==> src/rtl/pc_run_sequencer_if.sv <==
// pc_run_sequencer_if
//   Bundles the run-control handshake and the PC/next-PC bus between the
//   miniMips decode/ALU side and pc_run_sequencer.
//   master : drives start/halt/stall/branch/jump, observes pc and status.
//   slave  : the sequencer itself.
//   Signals:
//     start, halt, stall          run-control inputs to the sequencer
//     branch_taken, branch_off    relative branch request (signed offset)
//     jump_en, jump_target        absolute jump request
//     pc, instr_valid, busy, done sequencer outputs
//     retire_count                retired-instruction counter (RETIRE_CNT_EN only)
interface pc_run_sequencer_if #(
  parameter int unsigned PC_W  = 8,
  parameter int unsigned OFF_W = 6
);
  logic             start;
  logic             halt;
  logic             stall;
  logic             branch_taken;
  logic [OFF_W-1:0] branch_off;
  logic             jump_en;
  logic [PC_W-1:0]  jump_target;
  logic [PC_W-1:0]  pc;
  logic             instr_valid;
  logic             busy;
  logic             done;
`ifdef RETIRE_CNT_EN
  logic [15:0]      retire_count;
`endif

  modport master (
    output start, halt, stall, branch_taken, branch_off, jump_en, jump_target,
    input  pc, instr_valid, busy, done
`ifdef RETIRE_CNT_EN
    , input retire_count
`endif
  );

  modport slave (
    input  start, halt, stall, branch_taken, branch_off, jump_en, jump_target,
    output pc, instr_valid, busy, done
`ifdef RETIRE_CNT_EN
    , output retire_count
`endif
  );
endinterface

==> src/rtl/pc_run_sequencer.sv <==
// pc_run_sequencer
//   Run-control and program-counter sequencer for the 9-bit miniMips core.
//   Owns the start/done handshake and drives the instruction ROM address.
//   Ports:
//     clk    system clock, rising edge
//     rst_n  asynchronous active-low reset
//     bus    pc_run_sequencer_if.slave (start/halt/stall/branch/jump in,
//            pc/instr_valid/busy/done out)
//   Optional feature: define RETIRE_CNT_EN to add a saturating 16-bit
//   retired-instruction counter (bus.retire_count).
//   Next-PC priority in RUN (when not stalled): halt > jump > branch > +1.
//   Sequential advance past the last ROM entry ends the run instead of wrapping.
module pc_run_sequencer #(
  parameter int unsigned PC_W     = 8,
  parameter int unsigned OFF_W    = 6,
  parameter int unsigned RESET_PC = 0
) (
  input logic                clk,
  input logic                rst_n,
  pc_run_sequencer_if.slave  bus
);

  typedef enum logic [1:0] {
    IDLE = 2'd0,
    RUN  = 2'd1,
    DONE = 2'd2
  } state_e;

  localparam logic [PC_W-1:0] PC_RST = PC_W'(RESET_PC);

  state_e          state_q, state_d;
  logic [PC_W-1:0] pc_q, pc_d;
  logic [PC_W-1:0] br_off_ext;
  logic            busy, done, instr_valid;

  assign br_off_ext = {{(PC_W-OFF_W){bus.branch_off[OFF_W-1]}}, bus.branch_off};

  // State register
  always_ff @(posedge clk or negedge rst_n) begin
    if (!rst_n) begin
      state_q <= IDLE;
      pc_q    <= PC_RST;
    end else begin
      state_q <= state_d;
      pc_q    <= pc_d;
    end
  end

  // Next-state / next-PC
  always_comb begin
    state_d = state_q;
    pc_d    = pc_q;
    unique case (state_q)
      IDLE: begin
        pc_d = PC_RST;
        if (bus.start) state_d = RUN;
      end
      RUN: begin
        if (!bus.stall) begin
          if (bus.halt) begin
            state_d = DONE;
          end else if (bus.jump_en) begin
            pc_d = bus.jump_target;
          end else if (bus.branch_taken) begin
            pc_d = pc_q + br_off_ext;
          end else if (pc_q == '1) begin
            // Ran off the end of the ROM: finish, keep last address.
            state_d = DONE;
          end else begin
            pc_d = pc_q + PC_W'(1);
          end
        end
      end
      DONE: begin
        if (bus.start) begin
          state_d = RUN;
          pc_d    = PC_RST;
        end
      end
      default: begin
        state_d = IDLE;
        pc_d    = PC_RST;
      end
    endcase
  end

  // Outputs decoded from registered state; instr_valid also gates on stall.
  always_comb begin
    busy        = (state_q == RUN);
    done        = (state_q == DONE);
    instr_valid = (state_q == RUN) && !bus.stall;
  end

  assign bus.pc          = pc_q;
  assign bus.busy        = busy;
  assign bus.done        = done;
  assign bus.instr_valid = instr_valid;

`ifdef RETIRE_CNT_EN
  logic [15:0] cnt_q, cnt_d;

  always_ff @(posedge clk or negedge rst_n) begin
    if (!rst_n) cnt_q <= '0;
    else        cnt_q <= cnt_d;
  end

  always_comb begin
    cnt_d = cnt_q;
    if (bus.start && (state_q != RUN)) cnt_d = '0;
    else if (instr_valid && (cnt_q != '1)) cnt_d = cnt_q + 16'd1;
  end

  assign bus.retire_count = cnt_q;
`endif

endmodule

==> src/flat_wrapper.sv <==
// flat-port wrapper written by rule: the top's interface ports become plain ports
module pc_run_sequencer_flat 
#(
  parameter int unsigned PC_W     = 8,
  parameter int unsigned OFF_W    = 6,
  parameter int unsigned RESET_PC = 0
)
  (clk, rst_n, bus_start, bus_halt, bus_stall, bus_branch_taken, bus_branch_off, bus_jump_en, bus_jump_target, bus_pc, bus_instr_valid, bus_busy, bus_done);
  pc_run_sequencer_if #(.PC_W(PC_W), .OFF_W(OFF_W)) bus_i ();
  input logic clk;
  input logic rst_n;
  input wire logic [$bits(bus_i.start)-1:0] bus_start;
  input wire logic [$bits(bus_i.halt)-1:0] bus_halt;
  input wire logic [$bits(bus_i.stall)-1:0] bus_stall;
  input wire logic [$bits(bus_i.branch_taken)-1:0] bus_branch_taken;
  input wire logic [$bits(bus_i.branch_off)-1:0] bus_branch_off;
  input wire logic [$bits(bus_i.jump_en)-1:0] bus_jump_en;
  input wire logic [$bits(bus_i.jump_target)-1:0] bus_jump_target;
  output wire logic [$bits(bus_i.pc)-1:0] bus_pc;
  output wire logic [$bits(bus_i.instr_valid)-1:0] bus_instr_valid;
  output wire logic [$bits(bus_i.busy)-1:0] bus_busy;
  output wire logic [$bits(bus_i.done)-1:0] bus_done;
  assign bus_i.start = bus_start;
  assign bus_i.halt = bus_halt;
  assign bus_i.stall = bus_stall;
  assign bus_i.branch_taken = bus_branch_taken;
  assign bus_i.branch_off = bus_branch_off;
  assign bus_i.jump_en = bus_jump_en;
  assign bus_i.jump_target = bus_jump_target;
  assign bus_pc = bus_i.pc;
  assign bus_instr_valid = bus_i.instr_valid;
  assign bus_busy = bus_i.busy;
  assign bus_done = bus_i.done;
  pc_run_sequencer #(.PC_W(PC_W), .OFF_W(OFF_W), .RESET_PC(RESET_PC)) u_core (.clk(clk), .rst_n(rst_n), .bus(bus_i));
endmodule
==> config.mk <==
export PLATFORM = sky130hd
export DESIGN_NAME = pc_run_sequencer_flat
export DESIGN_NICKNAME = d
export VERILOG_FILES = /design/src/rtl/pc_run_sequencer_if.sv /design/src/rtl/pc_run_sequencer.sv /design/src/flat_wrapper.sv
export SDC_FILE = /design/constraint.sdc
export NUM_CORES = 1
export LEC_CHECK = 0
export ABC_AREA = 1
export CAP_MARGIN = 40
export CORE_MARGIN = 2
export CORE_UTILIZATION = 40
export CTS_BUF_LIST = sky130_fd_sc_hd__clkbuf_8
export DETAILED_ROUTE_END_ITERATION = 10
export PLACE_DENSITY = 0.7
export SYNTH_ARGS = -nofsm -noshare
export SYNTH_HDL_FRONTEND = slang
export SYNTH_SLANG_ARGS = --single-unit
export TNS_END_PERCENT = 50
==> constraint.sdc <==
create_clock -name clk -period 4.25 [get_ports clk]
set_input_delay 0.425 -clock clk [delete_from_list [all_inputs] [get_ports clk]]
set_output_delay 0.425 -clock clk [all_outputs]
set_load 0.02 [all_outputs]
# [Word-level counts from Yosys, hierarchy flattened]
# Index checks and enable logic that the tools add are counted.
[totals] ff_bits=10
[classes] n_eq_ne=11 add_sub_neg=2 mux=14 reduce_logical=6
[op_table] operator="2-to-1 mux 8 bit" count=6
[op_table] operator="one-hot mux 8 bit (2 select lines)" count=1
[op_table] operator="2-to-1 mux 2 bit" count=6
[op_table] operator="adder 8 x 1 -> 8 bit, second input constant" count=1
[op_table] operator="adder 8 bit" count=1
[op_table] operator="equality test 8 bit, second input constant" count=1
[op_table] operator="!= test 2 bit, second input constant" count=3
[op_table] operator="!= test 3 bit, second input constant" count=2
[op_table] operator="AND reduction 5 bit" count=1
[op_table] operator="!= test 4 bit, second input constant" count=1
[op_table] operator="one-hot mux 2 bit (2 select lines)" count=1
[op_table] operator="AND reduction 4 bit" count=1
[op_table] operator="!= test 3 x 2 -> 1 bit, second input constant" count=1
[op_table] operator="equality test 2 x 1 -> 1 bit, second input constant" count=1
[op_table] operator="equality test 2 bit, second input constant" count=1
[op_table] operator="logical NOT 2 bit" count=1
[op_table] operator="!= test 2 x 1 -> 1 bit, second input constant" count=1
[op_table] operator="OR reduction 2 bit" count=1
[op_table] operator="logical AND 1 bit" count=1
[op_table] operator="logical NOT 1 bit" count=1

# [Logic depth before layout (Yosys ltp)]
# Gate-level depths: netlist (run 1).
[depth] ltp_word=7 depth_mapped=13

# [Worst setup path after synthesis (run 1)]
# No wires, ideal clock.
[synth_path] kind="input port to flip-flop" startpoint="input port bus_branch_taken" endpoint="register u_core.pc_q[6], in the netlist u_core.bus.pc[6]" required_ps=4133 setup_slack_ps=2374 setup_ps=117 arrival_time_ps=1760 path_stages=13 path_cell_list="buf_6 -> nand2_1 -> ha_1 -> inv_1 -> fa_1 -> o21ai_2 -> nand2_1 -> nand2_1 -> nand2_1 -> nand2_1 -> nand3_1 -> nand2_1 -> nand2_1"
[synth_between] elab_chain_cells=5 word_cells_on_any_way=7 classes_between="eq/ne: 1; mux: 5; reduce/logical: 1"
[synth_rtl] element="from (decl)" line="flat_wrapper.sv:15" text="input wire logic [$bits(bus_i.branch_taken)-1:0] bus_branch_taken;"
[synth_rtl] element="2-to-1 mux 8 bit" line="pc_run_sequencer.sv:64" text="end else if (bus.branch_taken) begin"
[synth_rtl] element="2-to-1 mux 8 bit" line="pc_run_sequencer.sv:62" text="end else if (bus.jump_en) begin"
[synth_rtl] element="2-to-1 mux 8 bit" line="pc_run_sequencer.sv:60" text="if (bus.halt) begin"
[synth_rtl] element="2-to-1 mux 8 bit" line="pc_run_sequencer.sv:59" text="if (!bus.stall) begin"
[synth_rtl] element="one-hot mux 8 bit (2 select lines)" line="pc_run_sequencer.sv:53" text="unique case (state_q)"
[synth_rtl] element="to (signal assigned)" line="pc_run_sequencer.sv:45" text="pc_q <= pc_d;"
[synth_rtl] element="to (decl)" line="pc_run_sequencer.sv:32" text="logic [PC_W-1:0] pc_q, pc_d;"
# Parallel ways exist; a longest one is shown, timed or not. The select of a mux whose other input is x is not followed.
# A chain may end at the register's enable or synchronous reset.

# [Worst setup path in the final report (run 1)]
# Same ends and word-level chain as after synthesis.

==> flow_summary.json, run 1 <==
{
  "holdPathEnd": "u_core.bus.pc[7]",
  "die_x_um": 54.4,
  "status": "completed",
  "synthArstFlopShare_pct": 100,
  "rsz0062_at_grt": "false",
  "slew_headroom_pct": 69.6,
  "dr_wl_met3_um": 107,
  "setup_tns_ns": 0,
  "gr-usage-all-layers_pct": 18.3,
  "cts_tree": "yes",
  "vias": 1029,
  "clock_skew_ns": 0.00215,
  "hold_viol": 0,
  "ir_worst_vdd_mv": 0.363,
  "cts.clk_slew.worst_paths_ns": 0.04,
  "p_sw_share_pct": 47.6,
  "path_cells": "clkdlybuf4s50_1, nand2_1, ha_1, inv_1, fa_1, o21ai_2, nand2_1, nand2_1, nand2_1, nand2_1, nand3_1, nand2_1, nand2_1",
  "layout_commonest_cell": "nand2_1",
  "tightest_slew_ns": 0.454,
  "critPathBufInv": 2,
  "cts-root-buf": "clkbuf_8",
  "dieArea_sq_um": 2960,
  "p_per_area_nw_per_um2": 575,
  "ff2ff_setup_slack_ns": 2.45,
  "top_layer": "met4",
  "area_growth_pct": 36.7,
  "cp_top_family": "buffers and inverters",
  "netlist_instances": 147,
  "crit_type": "in2reg",
  "first_global_vias": 941,
  "num_rows": 18,
  "cts.sinks": 10,
  "antenna_left": 0,
  "drtPass1Iterations": 4,
  "fmax_mhz": 419,
  "initial_core_util_pct": 41.7,
  "cts_setup_buffers": 0,
  "met2_length_um": 1170,
  "crit_path_top_delay_cell": "clkdlybuf4s50_1",
  "diodes": 0,
  "r2r_start": "u_core.bus.pc[0]",
  "synth_edf_count": 0,
  "drtIter0Drc": 22,
  "portBuffers": 31,
  "met1_length_um": 1080,
  "drcViolationCount": 0,
  "cp.arrival_ns": 2.50,
  "p_leak_nw": 0.680,
  "end_kind": "flop",
  "r2r_end": "u_core.bus.pc[6]",
  "yosysWarnings": 0,
  "syn-num-nets": 174,
  "period_share_pct": 56.2,
  "yosysSeqAreaShare_pct": 24.7,
  "routed_wl_um": 2380,
  "synth-main-ff-cell": "dfrtp_1",
  "cp-startpoint": "bus_branch_taken",
  "ys_types": 30,
  "syn_area_sq_um": 1010,
  "slew_violations": 0,
  "avgViaCountPerCell": 4.92,
  "grt_overflow_total": 0,
  "cts_inserted_buffers": 3,
  "clockPowerShare_pct": 11.6,
  "worstHoldPathType": "reg2reg",
  "dpl.cell_count": 206,
  "seqPwrFrac_pct": 24.4,
  "synth_seq_cells": 10,
  "grt_first_pass_wirelength_um": 3930,
  "cts_buffer_depth": 2,
  "grt_max_degree": 13,
  "power_switching_mw": 0.379,
  "holdPathStages": 2,
  "setup_viol": 0,
  "hold_buffers": 0,
  "htree_num_levels": 1,
  "dieHeight_um": 54.4,
  "cp.required_ns": 4.36,
  "power_mw": 0.798,
  "worstPathMaxFanout": 10,
  "num_io_pins": 32,
  "final_cells": 209,
  "dp_hpwl_um": 1960,
  "worst-path-stages": 13,
  "maxCapViolCount": 0,
  "syn_avg_cell_area_sq_um": 6.90,
  "final_cell_mix": "40 x nand2_1, 31 x clkdlybuf4s50_1, 22 x inv_1",
  "slowest_delay_ns": 0.64,
  "period_minus_slack_ns": 2.39,
  "cts_resized": 0,
  "finalInstanceArea_sq_um": 1390,
  "clkLatencyLatePin_ns": 0.23,
  "intPower_mw": 0.418,
  "pwr-share-comb_pct": 64.0,
  "place_area_sq_um": 1350,
  "start_kind": "primary input",
  "r2r_cells": 11,
  "crit_top_cell": "nand2_1",
  "hold_path.startpoint": "u_core.bus.pc[7]",
  "layout-drive-gt1-share_pct": 10.1,
  "place.gp.congestion": 0.831,
  "fin_util_pct": 57.0,
  "antenna_found_initial": 0,
  "coreArea_sq_um": 2430,
  "wl_per_cell_um": 11.4,
  "layout.nets": 208
}
## metal layers
layer  track usage, %  vias to the layer above
met2             32.3                       29
li1                 -                      537
met1             22.7                      461
met3            0.820                        2
met5                0                        -
met4             8.75                        0
## flip-flops by register name, summed over array words and instances, names as in the netlist
signal and cells:
u_core.bus.pc 8, u_core.state_q 2
## cell usage after synthesis (2+ instances only)
library cell,count,area share [%]
nand2_1,40,15
inv_1,22,8.1
nand3_1,13,6.4
nor2_1,12,4.4
dfrtp_1,10,25
o21ai_0,8,3.9
ha_1,5,6.2
a21oi_1,4,2.0
nand2_2,3,1.8
nand4_1,3,1.8
o21ai_1,3,1.5
xnor2_1,3,2.6
nand3_4,2,3.5
nor2_8,2,3.9
o21ai_2,2,1.7
## cell families after synthesis
family | count (synthesis) | synth area share, %
AND/OR/NAND/NOR | 81 | 41.6
multiplexers | 1 | 0.986
adder cells (fa/ha/maj) | 6 | 8.14
AO/OA/AOI/OAI | 19 | 10.5
XOR/XNOR | 4 | 3.45
flip-flops | 10 | 24.7
buffers and inverters | 26 | 10.7
## through the flow
stage               hold slack, ns  setup slack [ns]
global route                 0.532              1.70
detailed placement           0.497              1.62
finish                       0.503              1.86
global placement             0.494              1.71
floorplan                    0.129              2.37
CTS                          0.509              1.87
## area by class of cell
type                       count  area, sq um
clock buffer                   3         41.3
fill                         258         1040
inverter                      24         92.6
multi-input combinational    111          656
sequential                    10          250
tap                           30         37.5
timing repair buffer          31          310
## power groups by stage
stage	Clock, mW	Sequential (mW)	Combinational [mW]
final	0.0924	0.195	0.511
after global routing	0.103	0.204	0.562
after CTS	0.0954	0.195	0.514
after detailed placement	0	0.196	0.510
after global placement	0	0.196	0.503
after floorplan	0	0.225	0.303
## worst max-delay path by stage
stage | end | slack (ns)
4_1_cts | u_core.bus.pc[6] | 1.87
3_5_place_dp | u_core.bus.pc[6] | 1.62
6_report | u_core.bus.pc[6] | 1.86
2_1_floorplan | u_core.bus.pc[6] | 2.37
5_1_grt | u_core.bus.pc[6] | 1.70
3_3_place_gp | u_core.bus.pc[6] | 1.71
## worst register-to-register path, cell delays in order, from the launching register on
cell and delay, ns:
dfrtp_1 0.40, ha_1 0.21, inv_1 0.07, fa_1 0.41, o21ai_2 0.19, nand2_1 0.07, nand2_1 0.07, nand2_1 0.05
nand2_1 0.05, nand3_1 0.06, nand2_1 0.08, nand2_1 0.05
(Power assumes the default switching activity.)
==> run 2: changes to the inputs <==
--- a/config.mk
+++ b/config.mk
@@ -11,7 +11,7 @@
 export CORE_UTILIZATION = 40
 export CTS_BUF_LIST = sky130_fd_sc_hd__clkbuf_8
 export DETAILED_ROUTE_END_ITERATION = 10
-export PLACE_DENSITY = 0.7
+export PLACE_DENSITY = 0.73
 export SYNTH_ARGS = -nofsm -noshare
 export SYNTH_HDL_FRONTEND = slang
 export SYNTH_SLANG_ARGS = --single-unit
==> constraint.sdc (replaced) <==
create_clock -name clk -period 1.9 [get_ports clk]
set_input_delay 0.19 -clock clk [delete_from_list [all_inputs] [get_ports clk]]
set_output_delay 0.19 -clock clk [all_outputs]
set_load 0.02 [all_outputs]
==> run 2 against run 1 <==
Net effect: sequential share of layout area is 0.94 points lower; power up 140%; die area unchanged; clock-buffer cell count stayed put; via count is 4.7% higher; final area increased by 5.5%; largest power group unchanged; worst hold slack got worse by 0.23 ns; core utilization grew 3.1 points; flip-flop and latch count unchanged.
==> flow_summary.json, run 2 (same netlist as run 1, synthesis figures left out) <==
{
  "cts.clk_slew.worst_paths_ns": 0.05,
  "critPathBufInv": 4,
  "worstHoldPathType": "in2async",
  "power_mw": 1.89,
  "final_cells": 216,
  "final_cell_mix": "40 x nand2_1, 29 x clkdlybuf4s50_1, 22 x inv_1",
  "drcViolationCount": 0,
  "grt_max_degree": 13,
  "maxCapViolCount": 0,
  "status": "completed",
  "slowest_delay_ns": 0.45,
  "period_minus_slack_ns": 1.76,
  "start_kind": "primary input",
  "period_share_pct": 92.4,
  "first_global_vias": 938,
  "crit_type": "in2reg",
  "hold_slack_ns": 0.276,
  "tightest_slew_ns": 0.457,
  "wl_per_cell_um": 11.4,
  "coreArea_sq_um": 2430,
  "num_rows": 18,
  "slew_violations": 0,
  "dp_slack_ns": -0.191,
  "cp_top_family": "buffers and inverters",
  "place.gp.congestion": 0.806,
  "initial_core_util_pct": 41.7,
  "layout-drive-gt1-share_pct": 15.1,
  "largest_reg_flops": 8,
  "rsz0062_at_grt": "false",
  "worst_slack_ns": 0.144,
  "grt_first_pass_wirelength_um": 3890,
  "fin_util_pct": 60.2,
  "dieHeight_um": 54.4,
  "drtPass1Iterations": 4,
  "place_area_sq_um": 1390,
  "avgViaCountPerCell": 4.99,
  "slew_headroom_pct": 69.4,
  "cts_buffer_depth": 2,
  "cp.required_ns": 2.02,
  "area_growth_pct": 44.3,
  "cp.arrival_ns": 1.88,
  "crit_path_top_delay_cell": "clkdlybuf4s50_1",
  "dpl.cell_count": 212,
  "p_leak_nw": 0.738,
  "path_cells": "clkdlybuf4s50_1, inv_1, nand2_1, ha_1, inv_1, fa_2, o21ai_2, buf_4, xnor2_1, nand2_1, o21ai_0, o21ai_1",
  "grt_overflow_total": 0,
  "diodes": 0,
  "antenna_found_initial": 0,
  "hold_viol": 0,
  "end_kind": "flop",
  "setup_viol": 0,
  "die_x_um": 54.4,
  "htree_num_levels": 1,
  "dp_hpwl_um": 2030,
  "cts_tree": "yes",
  "fmax_mhz": 569,
  "cts.sinks": 10,
  "num_io_pins": 32,
  "vias": 1077,
  "layout.nets": 215,
  "antenna_left": 0,
  "gr-usage-all-layers_pct": 18.5,
  "cts_inserted_buffers": 3,
  "setup_tns_ns": 0,
  "p_per_area_nw_per_um2": 1290,
  "clkLatencyLatePin_ns": 0.23,
  "worstPathMaxFanout": 2,
  "layout_commonest_cell": "nand2_1",
  "routed_wl_um": 2460,
  "ir_worst_vdd_mv": 0.820,
  "portBuffers": 31,
  "ff2ff_setup_slack_ns": 0.18,
  "finalInstanceArea_sq_um": 1460,
  "drtIter0Drc": 26,
  "dieArea_sq_um": 2960,
  "clock_skew_ns": 0.00406,
  "cts-root-buf": "clkbuf_8"
}
## run 2: layout make-up
type / instances / area [sq um]
Clock buffer: 3 / 41.3
Tap cell: 30 / 37.5
Timing Repair Buffer: 38 / 368
Fill cell: 234 / 968
Inverter: 24 / 92.6
Multi-Input combinational cell: 111 / 674
Sequential cell: 10 / 250
## run 2: layer usage
metal  vias to the layer above  share of wire, %  GRT usage (%)
met5                         -                 0              0
met3                         5               3.7          0.820
met1                       494                46           22.8
met2                        27                48           32.7
li1                        551                 -              -
met4                         0               1.9           8.75
## run 2: worst paths after layout
path,from,endpoint,cells past startpoint
setup / recovery,bus_branch_off[0],u_core.bus.pc[4],12
setup reg to reg,u_core.bus.pc[2],u_core.bus.pc[7],9
max in group asynchronous,rst_n,u_core.bus.pc[7],1
hold reg to reg,u_core.bus.pc[7],u_core.bus.pc[7],2
hold / removal,rst_n,u_core.bus.pc[2],1
min in group clk,u_core.bus.pc[7],u_core.bus.pc[7],2
## run 2: repair_timing
| action | 4_1_cts | 5_1_grt |
|---|---|---|
| gates resized for setup | 0 | 5 |
| hold buffers | 0 | 0 |
| setup buffers | 0 | 1 |
| setup endpoints to repair | 0 | 5 |
## run 2: where the power goes
group,switching [mW],internal (mW),total (mW)
registers,0.126,0.308,0.435
logic,0.677,0.559,1.24
clock network,0.0765,0.138,0.215
total,0.880,1.01,1.89
